[src/rtl/mem_pkg.sv]
// mem_pkg: shared definitions for the MEM pipeline stage.
//   state_t      data-memory handshake state encoding
//   TIMEOUT_DEF  default number of cycles a request may stay unacknowledged
//   REDIR_*      select values for the redirect-target mux
package mem_pkg;

    typedef enum logic {
        IDLE = 1'b0,
        WAIT = 1'b1
    } state_t;

    localparam int TIMEOUT_DEF = 15;

    localparam logic REDIR_BTARG = 1'b0;
    localparam logic REDIR_JTARG = 1'b1;

endpackage

[src/rtl/mem_handshake_fsm.sv]
// mem_handshake_fsm: data-memory req/ack handshake controller with timeout.
//   Clk, Clr        clock (falling-edge active), synchronous active-high reset
//   memop, mem_wr   access wanted by the instruction in MEM, and whether it is a store
//   dm_ack          memory has completed the access
//   dm_req, dm_we   request and write strobe to the data memory
//   Stall           hold the upstream pipeline while the access is outstanding
//   timeout_hit     the outstanding access is being abandoned this cycle
//   BusErr          sticky flag, set on timeout, cleared only by Clr
module mem_handshake_fsm
    import mem_pkg::*;
#(
    parameter int TIMEOUT = TIMEOUT_DEF,
    parameter int CNT_W   = 4
) (
    input  logic Clk,
    input  logic Clr,
    input  logic memop,
    input  logic mem_wr,
    input  logic dm_ack,
    output logic dm_req,
    output logic dm_we,
    output logic Stall,
    output logic timeout_hit,
    output logic BusErr
);

    localparam logic [CNT_W-1:0] CNT_LAST = CNT_W'(TIMEOUT - 1);

    state_t           state, state_next;
    logic [CNT_W-1:0] cnt, cnt_next;
    logic             buserr_next;

    always_ff @(negedge Clk) begin
        if (Clr) begin
            state  <= IDLE;
            cnt    <= '0;
            BusErr <= 1'b0;
        end else begin
            state  <= state_next;
            cnt    <= cnt_next;
            BusErr <= buserr_next;
        end
    end

    always_comb begin
        state_next  = state;
        cnt_next    = cnt;
        buserr_next = BusErr;
        dm_req      = 1'b0;
        timeout_hit = 1'b0;
        case (state)
            IDLE: begin
                dm_req = memop;
                // An ack in the same cycle is a zero-wait access; stay in IDLE.
                if (memop && !dm_ack) begin
                    state_next = WAIT;
                    cnt_next   = '0;
                end
            end
            WAIT: begin
                dm_req      = 1'b1;
                timeout_hit = (cnt == CNT_LAST);
                if (dm_ack) begin
                    state_next = IDLE;
                end else if (timeout_hit) begin
                    state_next  = IDLE;
                    buserr_next = 1'b1;
                end else begin
                    cnt_next = cnt + CNT_W'(1);
                end
            end
            default: state_next = IDLE;
        endcase
    end

    assign dm_we = dm_req & mem_wr;
    // On the timeout cycle the pipeline is released even without an ack.
    assign Stall = dm_req & ~dm_ack & ~timeout_hit;

endmodule

[src/rtl/mem_stage.sv]
// mem_stage: MEM stage of the 5-stage MIPS pipeline (EX/MEM -> MEM/WB).
//   Clk, Clr           clock (falling-edge active), synchronous active-high reset
//   MEM_*              EX/MEM register outputs (address, store data, targets, controls)
//   dm_*               variable-latency data-memory req/ack interface
//   Stall              freeze PC, IF/ID, ID/EX, EX/MEM while an access is outstanding
//   Redirect/RedirectPC  taken branch or jump and its new PC
//   OvfExc             registered one-cycle overflow exception pulse
//   BusErr             sticky access-timeout flag
//   WB_*               MEM/WB register outputs feeding the write-back mux
module mem_stage
    import mem_pkg::*;
#(
    parameter int TIMEOUT = TIMEOUT_DEF,
    parameter int CNT_W   = 4
) (
    input  logic        Clk,
    input  logic        Clr,
    input  logic [31:0] MEM_ALUout,
    input  logic [31:0] MEM_busB,
    input  logic [31:0] MEM_Btarg,
    input  logic [31:0] MEM_Jtarg,
    input  logic [4:0]  MEM_Rw,
    input  logic        MEM_Zero,
    input  logic        MEM_Overflow,
    input  logic        MEM_RegWr,
    input  logic        MEM_MemtoReg,
    input  logic        MEM_MemWr,
    input  logic        MEM_Branch,
    input  logic        MEM_Jump,
    output logic        dm_req,
    output logic        dm_we,
    output logic [31:0] dm_addr,
    output logic [31:0] dm_wdata,
    input  logic [31:0] dm_rdata,
    input  logic        dm_ack,
    output logic        Stall,
    output logic        Redirect,
    output logic [31:0] RedirectPC,
    output logic        OvfExc,
    output logic        BusErr,
    output logic        WB_RegWr,
    output logic        WB_MemtoReg,
    output logic [4:0]  WB_Rw,
    output logic [31:0] WB_ALUout,
    output logic [31:0] WB_MemData
);

    logic memop;
    logic timeout_hit;
    logic redir_sel;
    logic regwr_next;
    logic rdata_cap;

    // An overflowed instruction never touches memory.
    assign memop = (MEM_MemtoReg | MEM_MemWr) & ~MEM_Overflow;

    mem_handshake_fsm #(
        .TIMEOUT (TIMEOUT),
        .CNT_W   (CNT_W)
    ) u_fsm (
        .Clk         (Clk),
        .Clr         (Clr),
        .memop       (memop),
        .mem_wr      (MEM_MemWr),
        .dm_ack      (dm_ack),
        .dm_req      (dm_req),
        .dm_we       (dm_we),
        .Stall       (Stall),
        .timeout_hit (timeout_hit),
        .BusErr      (BusErr)
    );

    assign dm_addr  = MEM_ALUout;
    assign dm_wdata = MEM_busB;

    // Jump wins over branch when both are flagged.
    assign Redirect   = (MEM_Branch & MEM_Zero) | MEM_Jump;
    assign redir_sel  = MEM_Jump ? REDIR_JTARG : REDIR_BTARG;
    assign RedirectPC = (redir_sel == REDIR_JTARG) ? MEM_Jtarg : MEM_Btarg;

    // A timed-out load must not write back stale data.
    assign regwr_next = MEM_RegWr & ~MEM_Overflow & ~timeout_hit;
    // Load data is only meaningful while our own read request is acknowledged.
    assign rdata_cap  = dm_req & dm_ack & ~dm_we;

    // MEM/WB boundary
    always_ff @(negedge Clk) begin
        if (Clr) begin
            WB_RegWr    <= 1'b0;
            WB_MemtoReg <= 1'b0;
            WB_Rw       <= '0;
            WB_ALUout   <= '0;
            WB_MemData  <= '0;
            OvfExc      <= 1'b0;
        end else if (Stall) begin
            WB_RegWr    <= 1'b0;
            WB_MemtoReg <= 1'b0;
            OvfExc      <= 1'b0;
        end else begin
            WB_RegWr    <= regwr_next;
            WB_MemtoReg <= MEM_MemtoReg & regwr_next;
            WB_Rw       <= MEM_Rw;
            WB_ALUout   <= MEM_ALUout;
            OvfExc      <= MEM_Overflow & MEM_RegWr;
            if (rdata_cap) begin
                WB_MemData <= dm_rdata;
            end
        end
    end

endmodule
[config.mk]
export PLATFORM = sky130hd
export DESIGN_NAME = mem_stage
export DESIGN_NICKNAME = d
export VERILOG_FILES = /design/src/rtl/mem_pkg.sv /design/src/rtl/mem_handshake_fsm.sv /design/src/rtl/mem_stage.sv
export SDC_FILE = /design/constraint.sdc
export NUM_CORES = 1
export LEC_CHECK = 0
export ABC_AREA = 1
export BUFFER_PORTS_ARGS = -buffer_cell sky130_fd_sc_hd__clkbuf_2
export CAP_MARGIN = 40
export CORE_AREA = 4 4 133 135
export CTS_BUF_LIST = sky130_fd_sc_hd__clkbuf_4
export CTS_CLUSTER_SIZE = 28
export DETAILED_ROUTE_END_ITERATION = 8
export DIE_AREA = 0 0 137 139
export SLEW_MARGIN = 40
export SYNTH_ARGS = -nofsm -noshare
export SYNTH_HDL_FRONTEND = slang
export SYNTH_SLANG_ARGS = --single-unit
export TNS_END_PERCENT = 1
[constraint.sdc]
create_clock -name Clk -period 2.2 [get_ports Clk]
set_clock_uncertainty 0.2 [all_clocks]
set_input_delay 0 -clock Clk [delete_from_list [all_inputs] [get_ports Clk]]
set_output_delay 0 -clock Clk [all_outputs]
set_load 0.02 [all_outputs]
==> impl_metrics.toml, run 1 <==
[synth]
synth_top_cells_by_area = "dfxtp_1 39%, nand2_1 17%, buf_4 13%"
synthesis.area_um2 = 4050
synth_xor_area_share_pct = 0
synthesis.nets = 755
ys_types = 18
synth-simple-area-share_pct = 38.0
ys_seq_elements = 78
yosys.area.top_type_share_pct = 38.6
syn_inst = 578
synth_top_family_by_area = "simple AND/OR/NAND/NOR gates"
synth_area_leader_cell = "dfxtp_1"
ys_seq_area_share_pct = 38.6
synth_mux_area_share_pct = 0
synth_fa_ha_area_share_pct = 0.619
ys_warn_count = 0
avgSynthCellArea_um2 = 7.00
synth_compound_area_share_pct = 4.45

[power]
p_leak_nw = 3.90
peakVddDrop_v = 0.000485
power.total_mw = 4.19
power_density_nw_per_um2 = 595

[drt]
vias_per_cell = 4.31
drc_errors = 0
firstDrtPassIters = 6
vias = 4875
routed_wl_mm = 15.2
avgRoutedWirePerCell_um = 13.4
ant_nets = 0
drt_iter0_drc = 190

[cells_and_area]
drive_gt1_share_pct = 45.1
nets = 1083
final_common_cell = "clkbuf_2"
final_cell_mix = "207 x clkbuf_2, 181 x nand2_1, 87 x inv_1"
stdcell_area_um2 = 7040
area_growth_pct = 74.0
fill_cells = 1673

[setup_path]
cp.required_ps = 2000
reg2reg_slack_ps = 580
rr_endpoint = "OvfExc"
critPathCaptureType = "output pin"
crit_path_start = "u_fsm.cnt[0]"
endpoint = "Stall"
cp_max_fo = 2
crit_chain = "inv_2 > ha_4 > nand3_2 > nand3_2 > nand2_4 > buf_8"
cpPeakStageDelay_ps = 330
critPathSlowestCell = "dfxtp_2"
r2r-start = "u_fsm.cnt[1]"
startpoint_type = "flop"
crit_path_frequent_cell = "nand3_2"
crit_type = "flop to output pin"
r2r.worst_path.cells = 8
critPathArrivalTime_ps = 2410

[placed_design]
pre_cts_slack_ps = -106
placed_area_um2 = 5370
io_buffers = 283
post-dp-hpwl_mm = 9.84
place_congestion = 0.808

[timing]
setup_viol = 73
setup_ws_ps = -413
worst_pin_slew_ps = 317
slew_viol_final = 0
relSlewSlack_pct = 78.9
rsz0062_at_grt = "true"
holdWs_ps = 29.8
hold_viol = 0

[floorplan]
die-area_um2 = 19000
coreArea_um2 = 16500
ios = 348
rows = 47
die_h_um = 139
die-width_um = 137
start_util_pct = 24.6

[global_routing]
grt_pass1_vias = 4884
grt_antenna_before_repair = 1
grt_pass1_wl_mm = 23.3
track_usage_pct = 15.1
grt_overflow_total = 0
grt_start_max_net_pins = 63

[cts]
cts_buffer_depth = 2
cts.htree.levels = 3
clock_sinks = 78
cts_tree = "built"
cts_buffers = 9
clk_latency_ps = 470
clk_pin_slew_ps = 40
cts-root-buf = "clkbuf_4"

[hold_path]
hold_path_class = "input pin to output pin"

[outcome]
status = "finished, violations left"
violations = "negative setup slack"

[run]
cap_violations = 0
[registers in the layout, summed over array words and instances, names as in the netlist]
name / flops
WB_RegWr: 1
u_fsm.cnt: 4
WB_Rw: 5
WB_MemData: 32
WB_MemtoReg: 1
OvfExc: 1
WB_ALUout: 32
u_fsm.BusErr: 1
u_fsm.state: 1
[through the flow]
step	std cells	TNS, ps	utilization, %
finish	1130	-2260	42.8
global route	1130	-9170	42.8
CTS	1129	-8170	42.2
detailed placement	1003	-5350	32.6
global placement	1003	-5700	32.6
floorplan	578	-2.08	-
[cells in the mapped netlist]
cell type / count
buf_1: 4
buf_6: 3
a21oi_1: 35
nor2_1: 44
nand3b_1: 32
nor2_2: 1
inv_1: 9
nand4_1: 1
buf_4: 71
nand3_1: 85
nand2_2: 2
ha_1: 2
dfxtp_1: 78
clkbuf_1: 11
o21ai_0: 1
buf_2: 15
inv_2: 2
nand2_1: 182
[report_power, final]
group          switching [mW]  leakage, nW  internal [mW]
Clock                   0.892        0.491          0.508
Sequential             0.0765        0.670           1.52
Combinational           0.623         2.74          0.568
[layout make-up]
class	count	area, um2	area share (%)
Inverter	10	41.3	0.587
Antenna cell	1	2.50	0.0355
Sequential cell	78	1660	23.6
Clock inverter	83	340	4.83
Multi-Input combinational cell	385	1790	25.4
Clock buffer	9	67.6	0.960
Tap cell	220	275	3.91
Timing Repair Buffer	344	2870	40.7
[what timing repair did]
| item | CTS | global route |
|---|---|---|
| hold buffers | 32 | 0 |
| pin swaps | 3 | 1 |
| hold endpoints to repair | 32 | 0 |
| setup endpoints to repair | 76 | 76 |
| resized for setup | 231 | 75 |
| cloned | 2 | 0 |
| buffers inserted | 1 | 0 |
[worst max-delay path: cells and delay by family, from the launching register on]
family | cells | cell delay (ps)
adders and majority gates | 1 | 150
buffers and inverters | 2 | 150
DFF | 1 | 330
and+or+nand+nor | 3 | 210
[routing by layer]
metal | vias to the layer above | GRT usage (%) | wire length, um
met5 | - | 0 | 0
met4 | 0 | 6.04 | 275
met3 | 21 | 7.00 | 1450
met2 | 221 | 25.8 | 7870
met1 | 2180 | 16.1 | 5600
li1 | 2453 | - | -
[cell families (layout without fill, tap and decap cells)]
logic type	after synthesis	in the layout
other	0	1
AND/OR/NAND/NOR	347	347
adder cells (fa/ha/maj)	2	2
flip-flops	78	78
buffers and inverters	115	446
AO/OA/AOI/OAI	36	36
[worst min path at each step]
stage,cells after the start,slack (ps),end,start
2_1_floorplan,1,-90,dm_addr[0],MEM_ALUout[0]
3_3_place_gp,0,-200,dm_wdata[10],MEM_busB[10]
3_5_place_dp,0,-200,dm_wdata[10],MEM_busB[10]
4_1_cts,2,30,dm_addr[29],MEM_ALUout[29]
5_1_grt,2,40,dm_addr[23],MEM_ALUout[23]
6_report,2,30,dm_addr[30],MEM_ALUout[30]
No activity file was read; power rests on OpenSTA's default activity.
==> inputs of run 2 (changes only) <==
- SYNTH_HIERARCHICAL: not set -> 1
==> impl_metrics.toml, run 2 <==
[cells_and_area]
register_area_um2 = 1660
multiInputGateArea_um2 = 1650
nets = 1135
drive_gt1_share_pct = 45.4
final_common_cell = "clkbuf_2"
reg.largest.list = "WB_ALUout (32), WB_MemData (32), WB_Rw (5)"
area_growth_pct = 76.4
fill_cells = 1627
stdcell_area_um2 = 7180
final_cell_mix = "208 x clkbuf_2, 142 x nand2_1, 119 x inv_1"

[setup_path]
cp.required_ps = 2000
crit_type = "flop to output pin"
critPathArrivalTime_ps = 2680
critPathCaptureType = "output pin"
r2r.worst_path.cells = 15
startpoint_type = "flop"
cp_max_fo = 2
reg2reg_slack_ps = 110
rr_endpoint = "WB_MemData[24]"
r2r-start = "u_fsm/cnt[0]"

[floorplan]
rows = 47
start_util_pct = 24.7
die_h_um = 139
ios = 348
die-width_um = 137
die-area_um2 = 19000
coreArea_um2 = 16500

[synth]
async_flop_share_pct = 0
syn_inst = 607
synth_top_cells_by_area = "dfxtp_1 38%, nand2_1 13%, buf_4 12%"
synthesis.area_um2 = 4070
synth_area_leader_cell = "dfxtp_1"
ys_types = 23
ys_seq_area_share_pct = 38.4
avgSynthCellArea_um2 = 6.70
ys_seq_elements = 78
ys_warn_count = 6
synth_common_cells = "143 x nand2_1, 117 x nor2_1, 78 x dfxtp_1"
synth_enable_flop_cells = 0
synthesis.nets = 784
yosys.area.top_type_share_pct = 38.4
dominantRegCellSynth = "dfxtp_1"
synth_most_common_cell = "nand2_1"

[hold_path]
hp-start = "MEM_ALUout[29]"
hold_end = "dm_addr[29]"
whs_path_depth = 2
hold_path_class = "input pin to output pin"

[global_routing]
grt_start_max_net_pins = 38
grt_antenna_before_repair = 2
grt_pass1_wl_mm = 23.1
grt_pass1_vias = 4985
track_usage_pct = 15.2
grt_overflow_total = 0

[drt]
ant_nets = 0
routed_wl_mm = 15.1
vias_per_cell = 4.12
maxUsedRoutingLayer = "met5"
drc_errors = 0
wirelength_met1_mm = 5.47
firstDrtPassIters = 5
vias = 4874
drt_iter0_drc = 144
dr_wl_met2_mm = 7.84
wl_met3_mm = 1.54
avgRoutedWirePerCell_um = 12.8

[cts]
cts_buffer_depth = 2
clock_sinks = 78
clk_pin_slew_ps = 40
cts.htree.levels = 3
cts_tree = "built"
clk_latency_ps = 480
cts_buffers = 9
cts-root-buf = "clkbuf_4"

[timing]
relSlewSlack_pct = 78.3
setup_ws_ps = -678
hold_viol = 0
setup_viol = 148
rsz0062_at_grt = "true"
worst_pin_slew_ps = 326
slew_viol_final = 0
fin_setup_tns_ps = -17580
holdWs_ps = 31.7

[placed_design]
post-dp-hpwl_mm = 10.6
place_congestion = 0.799
placed_area_um2 = 5450
io_buffers = 283

[power]
power_density_nw_per_um2 = 623
peakVddDrop_v = 0.000360
seqPwrFrac_pct = 36.3
intPower_mw = 2.72
pwr-share-comb_pct = 28.6
clkPwrFrac_pct = 35.0
p_leak_nw = 4.10
switching_share_pct = 39.3
switching_power_mw = 1.76

[run]
cap_violations = 0

[outcome]
violations = "negative setup slack"
status = "finished, violations left"
run 2: metrics by stage:
step | setup slack [ps] | power, mW | std cells | utilization, %
finish | -678 | 4.47 | 1184 | 43.6
detailed placement | -497 | 2.80 | 1052 | 33.1
CTS | -735 | 4.51 | 1181 | 42.9
global placement | -474 | 2.79 | 1052 | 33.1
floorplan | -455 | 2.49 | 607 | -
global route | -780 | 4.85 | 1184 | 43.6
run 2: final cells by class:
cell class                 instances  area share (%)
antenna                            1          0.0349
sequential                        78            23.1
inverter                          49            2.62
tap                              220            3.84
clock buffer                       9           0.942
timing repair buffer             362            41.0
clock inverter                    85            5.37
multi-input combinational        380            23.0
run 2: repair_timing:
| action | CTS | global route |
|---|---|---|
| hold buffers | 32 | 0 |
| pin swaps | 4 | 2 |
| resized for setup | 238 | 86 |
| gates cloned | 1 | 0 |
| setup endpoints to repair | 76 | 148 |
| endpoints found under the hold margin | 32 | 0 |
| setup buffers | 4 | 2 |
run 2: power by group through the flow:
stage,clock (mW),sequential (mW),combinational (mW)
finish,1.57,1.62,1.28
CTS,1.66,1.60,1.24
floorplan,0.221,1.71,0.563
detailed placement,0.221,1.60,0.981
global placement,0.221,1.59,0.979
global route,1.82,1.64,1.39
run 2: worst max-delay path by stage:
stage,start,to,slack [ps],cells past startpoint
after floorplan,MEM_MemtoReg,WB_MemData[22],-450,12
after global placement,MEM_MemtoReg,WB_Rw[2],-470,12
after detailed placement,MEM_MemtoReg,WB_MemData[20],-500,13
after CTS,u_fsm/cnt[0],Stall,-740,9
after global routing,u_fsm/cnt[0],Stall,-780,9
final,u_fsm/cnt[0],Stall,-680,9
run 2: critical path, stage by stage (launching register included):
cell and delay, ps:
dfxtp_2 310, inv_2 80, ha_4 140, nand2_2 50
inv_2 60, nand2_4 50, nand2_4 60, clkinvlp_4 100
buf_12 140, buf_8 120
run 2: metal layers:
| layer | up-vias | GRT usage (%) |
|---|---|---|
| met5 | - | 0 |
| met4 | 2 | 7.04 |
| met3 | 23 | 7.11 |
| met2 | 240 | 26.7 |
| met1 | 2105 | 15.0 |
| li1 | 2504 | - |
run 2: logic make-up after synthesis:
logic type               synth area share, %
AO/OA/AOI/OAI                           9.29
XOR/XNOR                               0.215
adder cells (fa/ha/maj)                0.615
buffers and inverters                   21.5
flip-flops                              38.4
AND/OR/NAND/NOR                         30.0
